[src/rtl/mem_port_arbiter.sv]
// Shares one external memory port between the IF and MEM pipeline stages.
// Each access runs IDLE -> IF_ACC/MEM_ACC -> DONE, with a streak limit and an access timeout.
module mem_port_arbiter #(
    parameter int unsigned MEM_STREAK_MAX = 4,
    parameter int unsigned TIMEOUT_CYCLES = 16
) (
    input  logic        clk,
    input  logic        rst,
    input  logic        if_req_i,
    input  logic [31:0] if_addr_i,
    output logic [31:0] if_data_o,
    output logic        if_ack_o,
    input  logic        mem_req_i,
    input  logic        mem_we_i,
    input  logic [31:0] mem_addr_i,
    input  logic [31:0] mem_wdata_i,
    input  logic [3:0]  mem_sel_i,
    output logic [31:0] mem_rdata_o,
    output logic        mem_ack_o,
    output logic        bus_ce_o,
    output logic        bus_we_o,
    output logic [31:0] bus_addr_o,
    output logic [31:0] bus_wdata_o,
    output logic [3:0]  bus_sel_o,
    input  logic [31:0] bus_rdata_i,
    input  logic        bus_ack_i,
    output logic        stallreq_if_o,
    output logic        stallreq_mem_o,
    output logic        bus_err_o
);

    typedef enum logic [1:0] {StIdle, StIfAcc, StMemAcc, StDone} state_t;

    state_t      state;
    logic [31:0] streak;
    logic [31:0] tcount;
    logic        pick_mem;
    logic        timeout_hit;

    always_comb begin
        // MEM wins contested arbitration until it has starved IF for MEM_STREAK_MAX grants
        pick_mem       = mem_req_i && !(if_req_i && (streak == MEM_STREAK_MAX));
        timeout_hit    = (TIMEOUT_CYCLES != 0) && ((tcount + 32'd1) == TIMEOUT_CYCLES);
        stallreq_if_o  = if_req_i & ~if_ack_o;
        stallreq_mem_o = mem_req_i & ~mem_ack_o;
    end

    always_ff @(posedge clk or posedge rst) begin
        if (rst) begin
            state       <= StIdle;
            streak      <= '0;
            tcount      <= '0;
            bus_ce_o    <= 1'b0;
            bus_we_o    <= 1'b0;
            bus_addr_o  <= '0;
            bus_wdata_o <= '0;
            bus_sel_o   <= '0;
            if_ack_o    <= 1'b0;
            mem_ack_o   <= 1'b0;
            if_data_o   <= '0;
            mem_rdata_o <= '0;
            bus_err_o   <= 1'b0;
        end else begin
            if_ack_o  <= 1'b0;
            mem_ack_o <= 1'b0;
            bus_err_o <= 1'b0;
            unique case (state)
                StIdle: begin
                    tcount <= '0;
                    if (pick_mem) begin
                        state       <= StMemAcc;
                        bus_ce_o    <= 1'b1;
                        bus_we_o    <= mem_we_i;
                        bus_addr_o  <= mem_addr_i;
                        bus_wdata_o <= mem_wdata_i;
                        bus_sel_o   <= mem_sel_i;
                        if (!if_req_i) begin
                            streak <= '0;
                        end else if (streak != MEM_STREAK_MAX) begin
                            streak <= streak + 32'd1;
                        end
                    end else if (if_req_i) begin
                        state       <= StIfAcc;
                        bus_ce_o    <= 1'b1;
                        bus_we_o    <= 1'b0;
                        bus_addr_o  <= if_addr_i;
                        bus_wdata_o <= '0;
                        bus_sel_o   <= 4'b1111;
                        streak      <= '0;
                    end
                end
                StIfAcc, StMemAcc: begin
                    // A bus ack in the timeout cycle completes normally, without error
                    if (bus_ack_i || timeout_hit) begin
                        state     <= StDone;
                        bus_ce_o  <= 1'b0;
                        bus_we_o  <= 1'b0;
                        bus_err_o <= !bus_ack_i;
                        if (state == StIfAcc) begin
                            if_ack_o  <= 1'b1;
                            if_data_o <= bus_ack_i ? bus_rdata_i : 32'd0;
                        end else begin
                            mem_ack_o   <= 1'b1;
                            mem_rdata_o <= (bus_ack_i && !bus_we_o) ? bus_rdata_i : 32'd0;
                        end
                    end else begin
                        tcount <= tcount + 32'd1;
                    end
                end
                StDone: begin
                    state  <= StIdle;
                    tcount <= '0;
                end
                default: state <= StIdle;
            endcase
        end
    end

endmodule

[config.mk]
export PLATFORM = sky130hd
export DESIGN_NAME = mem_port_arbiter
export DESIGN_NICKNAME = d
export VERILOG_FILES = /design/src/rtl/mem_port_arbiter.sv
export SDC_FILE = /design/constraint.sdc
export NUM_CORES = 1
export LEC_CHECK = 0
export ABC_AREA = 0
export BUFFER_PORTS_ARGS = -buffer_cell sky130_fd_sc_hd__buf_2
export CELL_PAD_IN_SITES_DETAIL_PLACEMENT = 0
export CELL_PAD_IN_SITES_GLOBAL_PLACEMENT = 2
export CORE_ASPECT_RATIO = 0.6
export CORE_MARGIN = 2
export CORE_UTILIZATION = 32
export CTS_CLUSTER_SIZE = 16
export DETAILED_ROUTE_END_ITERATION = 6
export GPL_TIMING_DRIVEN = 0
export PLACE_DENSITY = 0.88
export SETUP_SLACK_MARGIN = 0.4
export SLEW_MARGIN = 20
export SYNTH_ARGS = -nofsm -noshare
export SYNTH_HDL_FRONTEND = slang
export SYNTH_SLANG_ARGS = --single-unit
[constraint.sdc]
create_clock -name clk -period 8.2 [get_ports clk]
set_input_delay 0.41 -clock clk [delete_from_list [all_inputs] [get_ports clk]]
set_output_delay 0.41 -clock clk [all_outputs]
set_load 0.01 [all_outputs]
==> run metrics <==
DR iter-0 viols 604; sw frac 38.5%; routed vias/inst 5.03; YS warnings 0; post-synthesis instance area 9440 um2; Final Skew 0.0136 ns; Worst-path clk slew 0.07 ns; Post-synth top cells dfrtp_1, nand2_1, o21ai_0, a22o_1, nor2_1; CTS Buf Count 22; Worst EP arrival 4.61 ns; drc violations 0; Max Cap Viol 0; Post-CTS Hold Fix Bufs 1; sequential area share after synthesis 53.8%; post-synth top area share 53.8%; I/O Pins 277; count of non-filler cells in the finished layout 1660; via count 8345; Hold Crit Depth 2; Avg Cell Area, Syn 10.0 um2; overall power 3.95 mW; placed cell area 11400 um2; Final GP Congestion 0.830; critical path peak fanout 10; Crit Path Category flop to flop; CTS tree built; IO Port Bufs 276; total grt overflow 0; Final nets 1390; DP Cell Count 1621; Internal 2.43 mW; Worst R2R Start tcount[0]$_DFFE_PP0P_; hold-critical path endpoint mem_rdata_o[6]$_DFFE_PP0P_; top-count cell post-synth dfrtp_1; Hold Worst Slack 0.126 ns; Die X 226 um; DR pass1 iterations 5; worst min path class primary input to flop; clk buf depth 3; combinational group share of total power 37.4%; all-layer global routing usage 19.0%; Post-synth EDFFs 0; R2R cell count 11; Gate Count Post-Synth 943; Final Cycle Share 51.3%; P&R area growth vs syn 27.9%; Detail Placement HPWL 22200 um; Fin. Hold Viols 0; initial antenna violation count 0; DIE AREA 30900 um2; core area 28900 um2; Rows 48; LEAKAGE 5.76 nW; clock tree sinks 203; clock share of power 24.0%; post-CTS sizing 0; Peak supply drop 0.245 mV; PD cells 327 nW/um2; flop-to-flop setup slack 3.99 ns; Worst slew margin 32.5%; FFs w/ async S/R, synth 100%; layout cells sized above 1 26.4%; starting density of the core 32.7%; area leader, netlist dfrtp_1; routed len/inst 18.2 um; Sw Pwr 1.52 mW; Hold Crit Start bus_rdata_i[6]; crit path time final 4.21 ns; ys flop type dfrtp_1; syn nets 1087; ranking of synthesized cells by area dfrtp_1, nand2_1, a22o_1, mux2i_1, o21ai_0; fmax 238 MHz; Max Slew Vio Count 0; Clock H-tree levels 1; worst skew pair latency 0.52 ns; post-CTS setup buffers 0; measured slew at the worst slew-check pin 1.00 ns; status completed; # setup viols final 0; RSZ-0062 raised after global routing false; post-route design area 12100 um2; CP endpoint kind flop; Reg power frac 38.5%; RR Endpoint mem_rdata_o[4]$_DFFE_PP0P_; vias in the first global route 8013; first-pass GRT wire length 46000 um; largest net degree at the start of global routing 88; post-synth cell types 56; Post-DRT Antenna Nets 0; # diodes 0; final WL 30200 um; die height 137 um; Setup crit start kind flop; #FFs+latches synth 203; clk root buf clkbuf_16; Critical Path RT 8.60 ns
[stage by stage]
step	utilization (%)	setup TNS, ns	setup WS, ns
6_report	41.8	0	3.99
5_1_grt	41.8	0	3.77
4_1_cts	41.8	0	4.01
3_5_place_dp	39.4	0	4.03
3_3_place_gp	39.2	-87.22	-0.445
2_1_floorplan	-	0	2.25
[power groups by stage]
stage / sequential [mW] / combinational, mW / clock, mW
2_1_floorplan: 1.67 / 0.658 / 0
3_3_place_gp: 1.53 / 1.48 / 0
3_5_place_dp: 1.54 / 1.50 / 0
4_1_cts: 1.52 / 1.50 / 0.975
5_1_grt: 1.56 / 1.64 / 1.02
6_report: 1.52 / 1.48 / 0.950
[placed cells by master, fill, tap and decap left out, types with 3 or more instances in the layout]
| master | n |
|---|---|
| inv_1 | 13 |
| ha_1 | 6 |
| xor2_1 | 19 |
| mux2i_1 | 39 |
| and4_1 | 6 |
| or3_1 | 7 |
| o211ai_1 | 6 |
| nand3_1 | 18 |
| dfrtp_1 | 203 |
| nand2b_1 | 7 |
| clkinvlp_4 | 3 |
| nor2_1 | 59 |
| and3_1 | 11 |
| nand2_1 | 153 |
| xnor2_1 | 22 |
| nor2b_1 | 3 |
| and2_1 | 4 |
| clkbuf_16 | 23 |
| buf_2 | 285 |
| clkinv_2 | 5 |
| clkbuf_1 | 57 |
| o31ai_1 | 13 |
| a21oi_1 | 21 |
| o21ai_0 | 77 |
| a22o_1 | 64 |
| nor4b_1 | 5 |
| nor4_1 | 16 |
| o21ai_1 | 7 |
| or4_1 | 22 |
| buf_1 | 3 |
| nand4_1 | 25 |
| nor3_1 | 15 |
[worst max-delay path, stage by stage, from the launching register on]
cell	delay, ns
dfrtp_1	0.48
ha_1	0.28
nand3_1	0.21
or4_1	0.57
buf_2	0.21
xnor2_1	0.14
a311o_1	0.27
or4_1	0.53
nor4_4	0.42
o21ai_1	0.31
clkbuf_1	0.35
a22o_1	0.31
[how the worst max path moves through the flow]
stage	start	to	slack, ns	depth (start not counted)
4_1_cts	tcount[0]$_DFFE_PP0P_	mem_rdata_o[5]$_DFFE_PP0P_	4.01	11
3_3_place_gp	rst	bus_sel_o[0]$_DFFE_PP0P_	-0.45	2
3_5_place_dp	tcount[0]$_DFFE_PP0P_	mem_rdata_o[2]$_DFFE_PP0P_	4.03	11
2_1_floorplan	rst	bus_addr_o[0]$_DFFE_PP0P_	2.25	1
6_report	tcount[0]$_DFFE_PP0P_	mem_rdata_o[4]$_DFFE_PP0P_	3.99	11
5_1_grt	tcount[0]$_DFFE_PP0P_	mem_rdata_o[5]$_DFFE_PP0P_	3.77	11
[layout make-up]
class,instances,area [um2]
buffer,67,272
clock buffer,29,618
clock inverter,9,56.3
fill,2892,16800
inverter,16,67.6
multi-input combinational,657,4040
sequential,203,5080
tap,400,500
timing repair buffer,279,1450
[registers in the layout, summed over array words and instances (netlist names)]
signal       cells
streak          32
tcount          32
bus_we_o         1
bus_err_o        1
mem_ack_o        1
bus_addr_o      32
if_data_o       32
state            2
bus_wdata_o     32
mem_rdata_o     32
bus_sel_o        4
if_ack_o         1
bus_ce_o         1
[cell families after synthesis]
group | Yosys count | share of synthesized area [%]
fa+ha+maj | 6 | 0.795
xor+xnor | 41 | 3.80
mux | 40 | 4.25
simple gates | 360 | 18.8
compound gates | 210 | 15.1
buf+inv | 83 | 3.51
flops | 203 | 53.8
[metal layers]
metal / wire, um / up-vias / global-route usage (%) / share of wire (%)
met5: 0 / - / 0 / 0
met4: 670 / 0 / 4.45 / 2.2
met3: 1980 / 45 / 3.69 / 6.5
met2: 13000 / 283 / 28.8 / 43
met1: 14500 / 4026 / 28.0 / 48
li1: - / 3991 / - / -
Power figures use the tool's default switching activity.
